==> config.mk <==
export PLATFORM = sky130hd
export DESIGN_NAME = gate_op_arbiter
export DESIGN_NICKNAME = d
export VERILOG_FILES = /design/src/rtl/gate_arb_pkg.sv /design/src/rtl/gate_arb_rr_pick.sv /design/src/rtl/gate_op_arbiter.sv
export SDC_FILE = /design/constraint.sdc
export NUM_CORES = 1
export LEC_CHECK = 0
export CAP_MARGIN = 20
export CORE_ASPECT_RATIO = 2
export CORE_MARGIN = 4
export CORE_UTILIZATION = 54
export CTS_BUF_LIST = sky130_fd_sc_hd__clkbuf_8
export DETAILED_ROUTE_END_ITERATION = 16
export GPL_TIMING_DRIVEN = 0
export PLACE_DENSITY_LB_ADDON = 0.3
export SLEW_MARGIN = 20
export SYNTH_ARGS = -nofsm -noshare
export SYNTH_HDL_FRONTEND = slang
export SYNTH_SLANG_ARGS = --single-unit
==> constraint.sdc <==
create_clock -name clk -period 5.8 [get_ports clk]
set_input_delay 0.58 -clock clk [delete_from_list [all_inputs] [get_ports clk]]
set_output_delay 0.58 -clock clk [all_outputs]
set_load 0.005 [all_outputs]
==> src/rtl/gate_arb_pkg.sv <==
// Shared constants for the gate_op_arbiter slice: opcodes, FSM encoding, stats counter width.
package gate_arb_pkg;
    localparam logic [1:0] OP_AND  = 2'b00;
    localparam logic [1:0] OP_OR   = 2'b01;
    localparam logic [1:0] OP_XOR  = 2'b10;
    localparam logic [1:0] OP_NAND = 2'b11;

    localparam int OPCNT_W = 16;

    typedef enum logic [1:0] {
        IDLE = 2'd0,
        EXEC = 2'd1,
        DONE = 2'd2
    } state_t;
endpackage

==> src/rtl/gate_arb_rr_pick.sv <==
// Combinational round-robin picker: first set request at or after rr_ptr, wrapping modulo N_REQ.
module gate_arb_rr_pick #(
    parameter int N_REQ = 4,
    parameter int PW    = 2
) (
    input  logic [N_REQ-1:0] req,
    input  logic [PW-1:0]    rr_ptr,
    output logic [N_REQ-1:0] onehot,
    output logic [PW-1:0]    index
);
    int   w_idx;
    logic w_found;

    always_comb begin
        onehot  = '0;
        index   = '0;
        w_found = 1'b0;
        w_idx   = 0;
        for (int k = 0; k < N_REQ; k++) begin
            w_idx = int'(rr_ptr) + k;
            if (w_idx >= N_REQ) w_idx = w_idx - N_REQ;
            if (!w_found && req[w_idx]) begin
                w_found       = 1'b1;
                onehot[w_idx] = 1'b1;
                index         = w_idx[PW-1:0];
            end
        end
    end
endmodule

==> src/rtl/gate_op_arbiter.sv <==
// Round-robin sequencer sharing one registered AND/OR/XOR/NAND unit among N_REQ requesters.
// Define GATE_ARB_STATS_EN to add the saturating op_count port.
module gate_op_arbiter
    import gate_arb_pkg::*;
#(
    parameter int N_REQ = 4,
    parameter int WIDTH = 8
) (
    input  logic                   clk,
    input  logic                   rst,
    input  logic [N_REQ-1:0]       req,
    input  logic [2*N_REQ-1:0]     op,
    input  logic [WIDTH*N_REQ-1:0] a_in,
    input  logic [WIDTH*N_REQ-1:0] b_in,
    output logic [N_REQ-1:0]       gnt,
    output logic [N_REQ-1:0]       rsp_valid,
    output logic [WIDTH-1:0]       rsp_y,
    output logic                   busy
`ifdef GATE_ARB_STATS_EN
    ,
    output logic [OPCNT_W-1:0]     op_count
`endif
);
    localparam int PW = (N_REQ > 1) ? $clog2(N_REQ) : 1;

    state_t           r_state;
    logic [PW-1:0]    r_rr_ptr;
    logic [PW-1:0]    r_win;
    logic [1:0]       r_op_l;
    logic [WIDTH-1:0] r_a_l;
    logic [WIDTH-1:0] r_b_l;
    logic [N_REQ-1:0] r_gnt;
    logic [N_REQ-1:0] r_rsp_valid;
    logic [WIDTH-1:0] r_rsp_y;
    logic             r_busy;

    logic [N_REQ-1:0] w_pick_oh;
    logic [PW-1:0]    w_pick_idx;
    logic [WIDTH-1:0] w_y;

    gate_arb_rr_pick #(.N_REQ(N_REQ), .PW(PW)) u_pick (
        .req    (req),
        .rr_ptr (r_rr_ptr),
        .onehot (w_pick_oh),
        .index  (w_pick_idx)
    );

    always_comb begin
        w_y = '0;
        case (r_op_l)
            OP_AND:  w_y = r_a_l & r_b_l;
            OP_OR:   w_y = r_a_l | r_b_l;
            OP_XOR:  w_y = r_a_l ^ r_b_l;
            OP_NAND: w_y = ~(r_a_l & r_b_l);
            default: w_y = '0;
        endcase
    end

    always_ff @(posedge clk) begin
        if (rst) begin
            r_state     <= IDLE;
            r_rr_ptr    <= '0;
            r_win       <= '0;
            r_op_l      <= '0;
            r_a_l       <= '0;
            r_b_l       <= '0;
            r_gnt       <= '0;
            r_rsp_valid <= '0;
            r_rsp_y     <= '0;
            r_busy      <= 1'b0;
        end else begin
            case (r_state)
                IDLE: if (req != '0) begin
                    // Operands are captured here so later input changes cannot disturb the result.
                    r_win   <= w_pick_idx;
                    r_op_l  <= op[2*w_pick_idx +: 2];
                    r_a_l   <= a_in[WIDTH*w_pick_idx +: WIDTH];
                    r_b_l   <= b_in[WIDTH*w_pick_idx +: WIDTH];
                    r_gnt   <= w_pick_oh;
                    r_busy  <= 1'b1;
                    r_state <= EXEC;
                end
                EXEC: begin
                    r_rsp_y     <= w_y;
                    r_rsp_valid <= r_gnt;
                    r_state     <= DONE;
                end
                DONE: begin
                    r_rsp_valid <= '0;
                    r_gnt       <= '0;
                    r_busy      <= 1'b0;
                    r_rr_ptr    <= (r_win == PW'(N_REQ-1)) ? '0 : r_win + 1'b1;
                    r_state     <= IDLE;
                end
                default: r_state <= IDLE;
            endcase
        end
    end

    assign gnt       = r_gnt;
    assign rsp_valid = r_rsp_valid;
    assign rsp_y     = r_rsp_y;
    assign busy      = r_busy;

`ifdef GATE_ARB_STATS_EN
    logic [OPCNT_W-1:0] r_op_count;

    always_ff @(posedge clk) begin
        if (rst)
            r_op_count <= '0;
        else if (r_state == DONE && r_op_count != '1)
            r_op_count <= r_op_count + 1'b1;
    end

    assign op_count = r_op_count;
`endif
endmodule

# [Word level (Yosys, flattened, before mapping)]
# Index checks and enable logic that the tools add are counted.
[totals] regBits=41 inputBits=78 out_inout_bits=17
[classes] add_sub_neg=8 order_cmp=12 eq_ne=7 shift=3 n_mux=44 bitwise_logic=7 reduce_logical=17
[ops] op="greater-or-equal comparator 32 x 1 -> 1 bit, second input constant" n=4
[ops] op="< comparator 32 x 4 -> 1 bit, second input constant" n=4
[ops] op="2-to-1 mux 32 bit" n=4
[ops] op="greater-or-equal comparator 32 x 4 -> 1 bit, second input constant" n=3
[ops] op="subtractor 32 x 4 -> 32 bit, second input constant" n=3
[ops] op="variable part select 32 x 6 -> 8 bit" n=2
[ops] op="case mux 8 bit (4 select lines)" n=1
[ops] op="2-to-1 mux 4 bit" n=5
[ops] op="2-to-1 mux 1 bit" n=16
[ops] op="case mux 4 bit (2 select lines)" n=2
[ops] op="2-to-1 mux 2 bit" n=6
[ops] op="bitwise OR 4 bit" n=3
[ops] op="AND 8 bit" n=1
[ops] op="binary-select mux 1 bit (select 2 bit)" n=4
[ops] op="demux 1 bit (select 2 bit)" n=4
[ops] op="== test 2 bit, second input constant" n=4
[ops] op="inverter 8 bit" n=1
[ops] op="bitwise OR 8 bit" n=1
[ops] op="variable part select 8 x 4 -> 2 bit" n=1
[ops] op="XOR 8 bit" n=1
[ops] op="logical AND 1 bit" n=7
[ops] op="adder 2 x 2 -> 3 bit, second input constant" n=2
[ops] op="== test 2 x 1 -> 1 bit, second input constant" n=2
[ops] op="logical NOT 2 bit" n=2
[ops] op="11 further kinds" n=15

# [Longest topological paths before layout]
[depth] ltp_word=17 depth_mapped=12

# [Cells and area by module]
# Synthesis repeated with hierarchy kept, for this count alone.
[unflattened] hier_cells=290 hier_area_um2=3021.6
[modules_own_cells] mod="gate_op_arbiter" instances=1 cells_each=239 area_per_inst_um2=2543.7
[modules_own_cells] mod="gate_arb_rr_pick" instances=1 cells_each=51 area_per_inst_um2=478.0

# [Worst setup path before layout]
# Ideal clock, no wire load.
[synth_timing] kind="reg2reg" startpoint="register r_rr_ptr[1]" endpoint="register r_win[1]" setup_ps=128 arrival_time_ps=2462 t_required_ps=5672 setup_slack_ps=3210 path_stages_with_launch=13 cell_sequence="dfxtp_1 buf_2 inv_1 ha_1 buf_6 and3b_1 o211ai_1 o211ai_1 o41ai_2 buf_2 buf_6 o21a_1 nor2_1"
[synth_between] elab_chain_len=15
[synth_lines] element="start, declared" line="gate_op_arbiter.sv:27" source="logic [PW-1:0] r_rr_ptr;"
[synth_lines] element="start signal, assigned" line="gate_op_arbiter.sv:92" source="r_rr_ptr <= (r_win == PW'(N_REQ-1)) ? '0 : r_win + 1'b1;"
[synth_lines] element="parallel branches: the longest is 14 deep, another holds subtractor 32 x 4 -> 32 bit"
[synth_lines] element="2-to-1 mux 2 bit (*)" line="gate_arb_rr_pick.sv:22" source="if (!w_found && req[w_idx]) begin"
[synth_lines] element="end signal, assigned" line="gate_op_arbiter.sv:75" source="r_win <= w_pick_idx;"
[synth_lines] element="end, declared" line="gate_op_arbiter.sv:28" source="logic [PW-1:0] r_win;"
# Every way passes the cells marked *. The select of a mux whose other input is x is not followed.
# A chain may end at the register's enable or synchronous reset.

# [Worst setup path in the final report]
[layout_timing] startpoint="register r_rr_ptr[1]" endpoint="register r_op_l[0]"
[layout_between] elab_chain_len=16
[layout_lines] element="parallel branches: the longest is 14 deep, another holds subtractor 32 x 4 -> 32 bit"
[layout_lines] element="2-to-1 mux 2 bit (*)" line="gate_arb_rr_pick.sv:22"
[layout_lines] element="variable part select 8 x 4 -> 2 bit (*)" line="gate_op_arbiter.sv:76" source="r_op_l <= op[2*w_pick_idx +: 2];"
[layout_lines] element="end signal, assigned" line="gate_op_arbiter.sv:76"
[layout_lines] element="end, declared" line="gate_op_arbiter.sv:29" source="logic [1:0] r_op_l;"
# Marked as above.

==> impl_metrics.ini <==
[synthesis]
yosysWarnings = 0
syn_inst = 397
synth_edf_count = 0
synth_compound_area_share_pct = 33.2
seq_area_frac_synth_pct = 23.8
synthAdderAreaFrac_pct = 9.42
ys_ff_latch = 41
syn_nets = 501
ys_top_cells_by_area = dfxtp_1, ha_1, a22oi_1
synth_top_family_by_area = compound AO/OA/AOI/OAI gates
netlist.area_leader.share_pct = 23.8
synth-xor-area-share_pct = 0
synth-async-reset-ratio_pct = 0
yosys.area_share.simple_pct = 13.6
synth_top_cell_by_area = dfxtp_1
synth_ff_type = dfxtp_1
syn_area_um2 = 3450
syn_avg_cell_area_um2 = 8.70
synth.area.mux_share_pct = 11.6
yosysMostFrequentCell = dfxtp_1
ys_types = 53
synthTopCellsByCount = dfxtp_1, a22oi_1, nor2_1, ha_1, inv_1

[sta]
finalMaxSlewViolations = 0
worst_clock_skew_ps = 12.2
worst_slew_pin_slew_ps = 706
setup-tns-final_ps = 0
fin_crit_sh_pct = 56.6
setup_viol = 0
rsz0062_at_grt = false
fin_crit_ps = 3290
hold_viol_final = 0
slew_headroom_pct = 52.8
fmax_mhz = 304
layout_setup_ws_ps = 2510

[min_path]
hold_start = rsp_valid[2]
worstHoldPathType = reg2reg

[grt]
grt_pass1_vias = 3754
antenna_found_initial = 0
grt_max_degree = 14
grt_pass1_wl_um = 17100
grt-ovfl-total = 0
track_usage_pct = 27.7

[power_and_ir_drop]
pwr-share-seq_pct = 34.8
pwr-share-clk_pct = 19.5
p_int_uw = 662
combinationalPowerShare_pct = 45.7
ir_drop_v = 0.000157
p_sw_share_pct = 36.7
leakage_uw = 0.00171
fin_total_pwr_uw = 1050
power_switching_uw = 384
power.density_nw_per_um2 = 228

[clock_network]
hold_buffers = 0
cts_resized = 0
cts_tree = yes
cts_buffer_depth = 2
cts_setup_buffers = 0
clk_pin_slew_ps = 90
clockRootBuffer = clkbuf_8
clock-sinks = 41
clk_latency_ps = 300
h-tree-depth = 2
numCtsBuffers = 5

[floorplanning]
die_area_um2 = 7820
design.core.area_um2 = 6260
initial_core_util_pct = 55.2
die_y_um = 121
num_rows = 41
pin_count = 95
fp.dieW_um = 64.5

[critical_path]
worstSetupStartpoint = r_rr_ptr[1]
r2r-start = r_rr_ptr[1]
critPathRequiredTime_ps = 5970
crit_type = reg2reg
start_kind = register
worst-path-max-fanout = 10
worstSetupEndpointType = register
cp.arrival_ps = 3460

[cells_and_area]
final_nets = 601
diodes = 0
syn2layout_area_growth_pct = 32.9
layout.cells.non_filler = 584
drive_gt1_share_pct = 11.2

[placement]
placed_cells = 576
place_ws_ps = 2590
routabilityCongestion = 0.934
hpwl_um = 8500
portBuffers = 93

[run_status]
outcome = completed

[drt]
dr.pass1.iters = 7
drc = 0
routedWlPerCell_um = 18.8
vias = 3625
ant_nets = 0
wirelength_um = 11000
viasPerCell = 6.21
drt-initial-drc-count = 301

[flow_run]
drv_cap = 0
## per-stage QoR
stage          utilization, %  cell area, um^2  hold slack (ps)
5_1_grt                  73.3             4590              499
3_3_place_gp             71.8             4490              460
4_1_cts                  73.3             4590              475
6_report                 73.3             4590              473
2_1_floorplan               -             3450              462
3_5_place_dp             71.8             4490              460
## cells in the final DEF (no fill, tap or decap), drive strengths merged, types with 11 or more instances in the layout
cell type      instances
a211oi                18
mux2                  19
clkdlybuf4s50         93
mux2i                 16
clkbuf                16
dfxtp                 41
o21ai                 13
a22oi                 35
nor2                  36
ha                    26
inv                   24
a21oi                 18
o21a                  11
nor2b                 21
buf                   23
## cells by family (layout without fill, tap and decap cells)
kind of cell | count (synthesis) | after routing
muxes | 36 | 36
and+or+nand+nor | 90 | 90
DFF | 41 | 41
AOI/OAI and AO/OA | 147 | 147
adders and majority gates | 26 | 26
buffers and inverters | 57 | 158
## layer usage
layer / vias up / global-route usage (%) / wire (um)
met5: - / 0 / 0
met4: 0 / 18.5 / 682
met3: 44 / 3.06 / 525
met2: 182 / 53.7 / 5880
met1: 1700 / 26.0 / 3870
li1: 1699 / - / -
## power by group through the flow
stage               registers, uW  clock network (uW)  logic (uW)
floorplan                     353                   0         316
global placement              367                   0         455
detailed placement            369                   0         471
CTS                           362                 204         475
global route                  367                 217         520
finish                        364                 204         478
## state kept, by name (all words and copies together), names as in the netlist
register and cells:
gnt 4, r_state 2, r_rr_ptr 2, r_b_l 8, rsp_y 8, busy 1
r_op_l 2, rsp_valid 4, r_a_l 8, r_win 2
## worst max-delay path, stage by stage, from the launching register on
cell       delay, ps
dfxtp_1          440
buf_2            280
inv_1             90
ha_1             320
buf_6            160
and3b_1          170
o211ai_1         210
o211ai_1         290
o41ai_2          470
nand2b_1         150
buf_1            420
a2bb2oi_1        140
## final cells by class
class	count	area [um^2]
Fill cell	466	1670
Tap cell	86	108
Buffer	33	201
Sequential cell	41	821
Clock buffer	6	82.6
Clock inverter	2	13.8
Inverter	24	90.1
Multi-Input combinational cell	299	2340
Timing Repair Buffer	93	931
## worst paths after layout
check	to	slack, ps	cells past startpoint
worst max-delay path	r_op_l[0]	2510	11
worst max register to register	r_op_l[0]	2510	11
worst min-delay path	rsp_valid[2]	470	2
worst min register to register	rsp_valid[2]	470	2
Power figures use the tool's default switching activity.
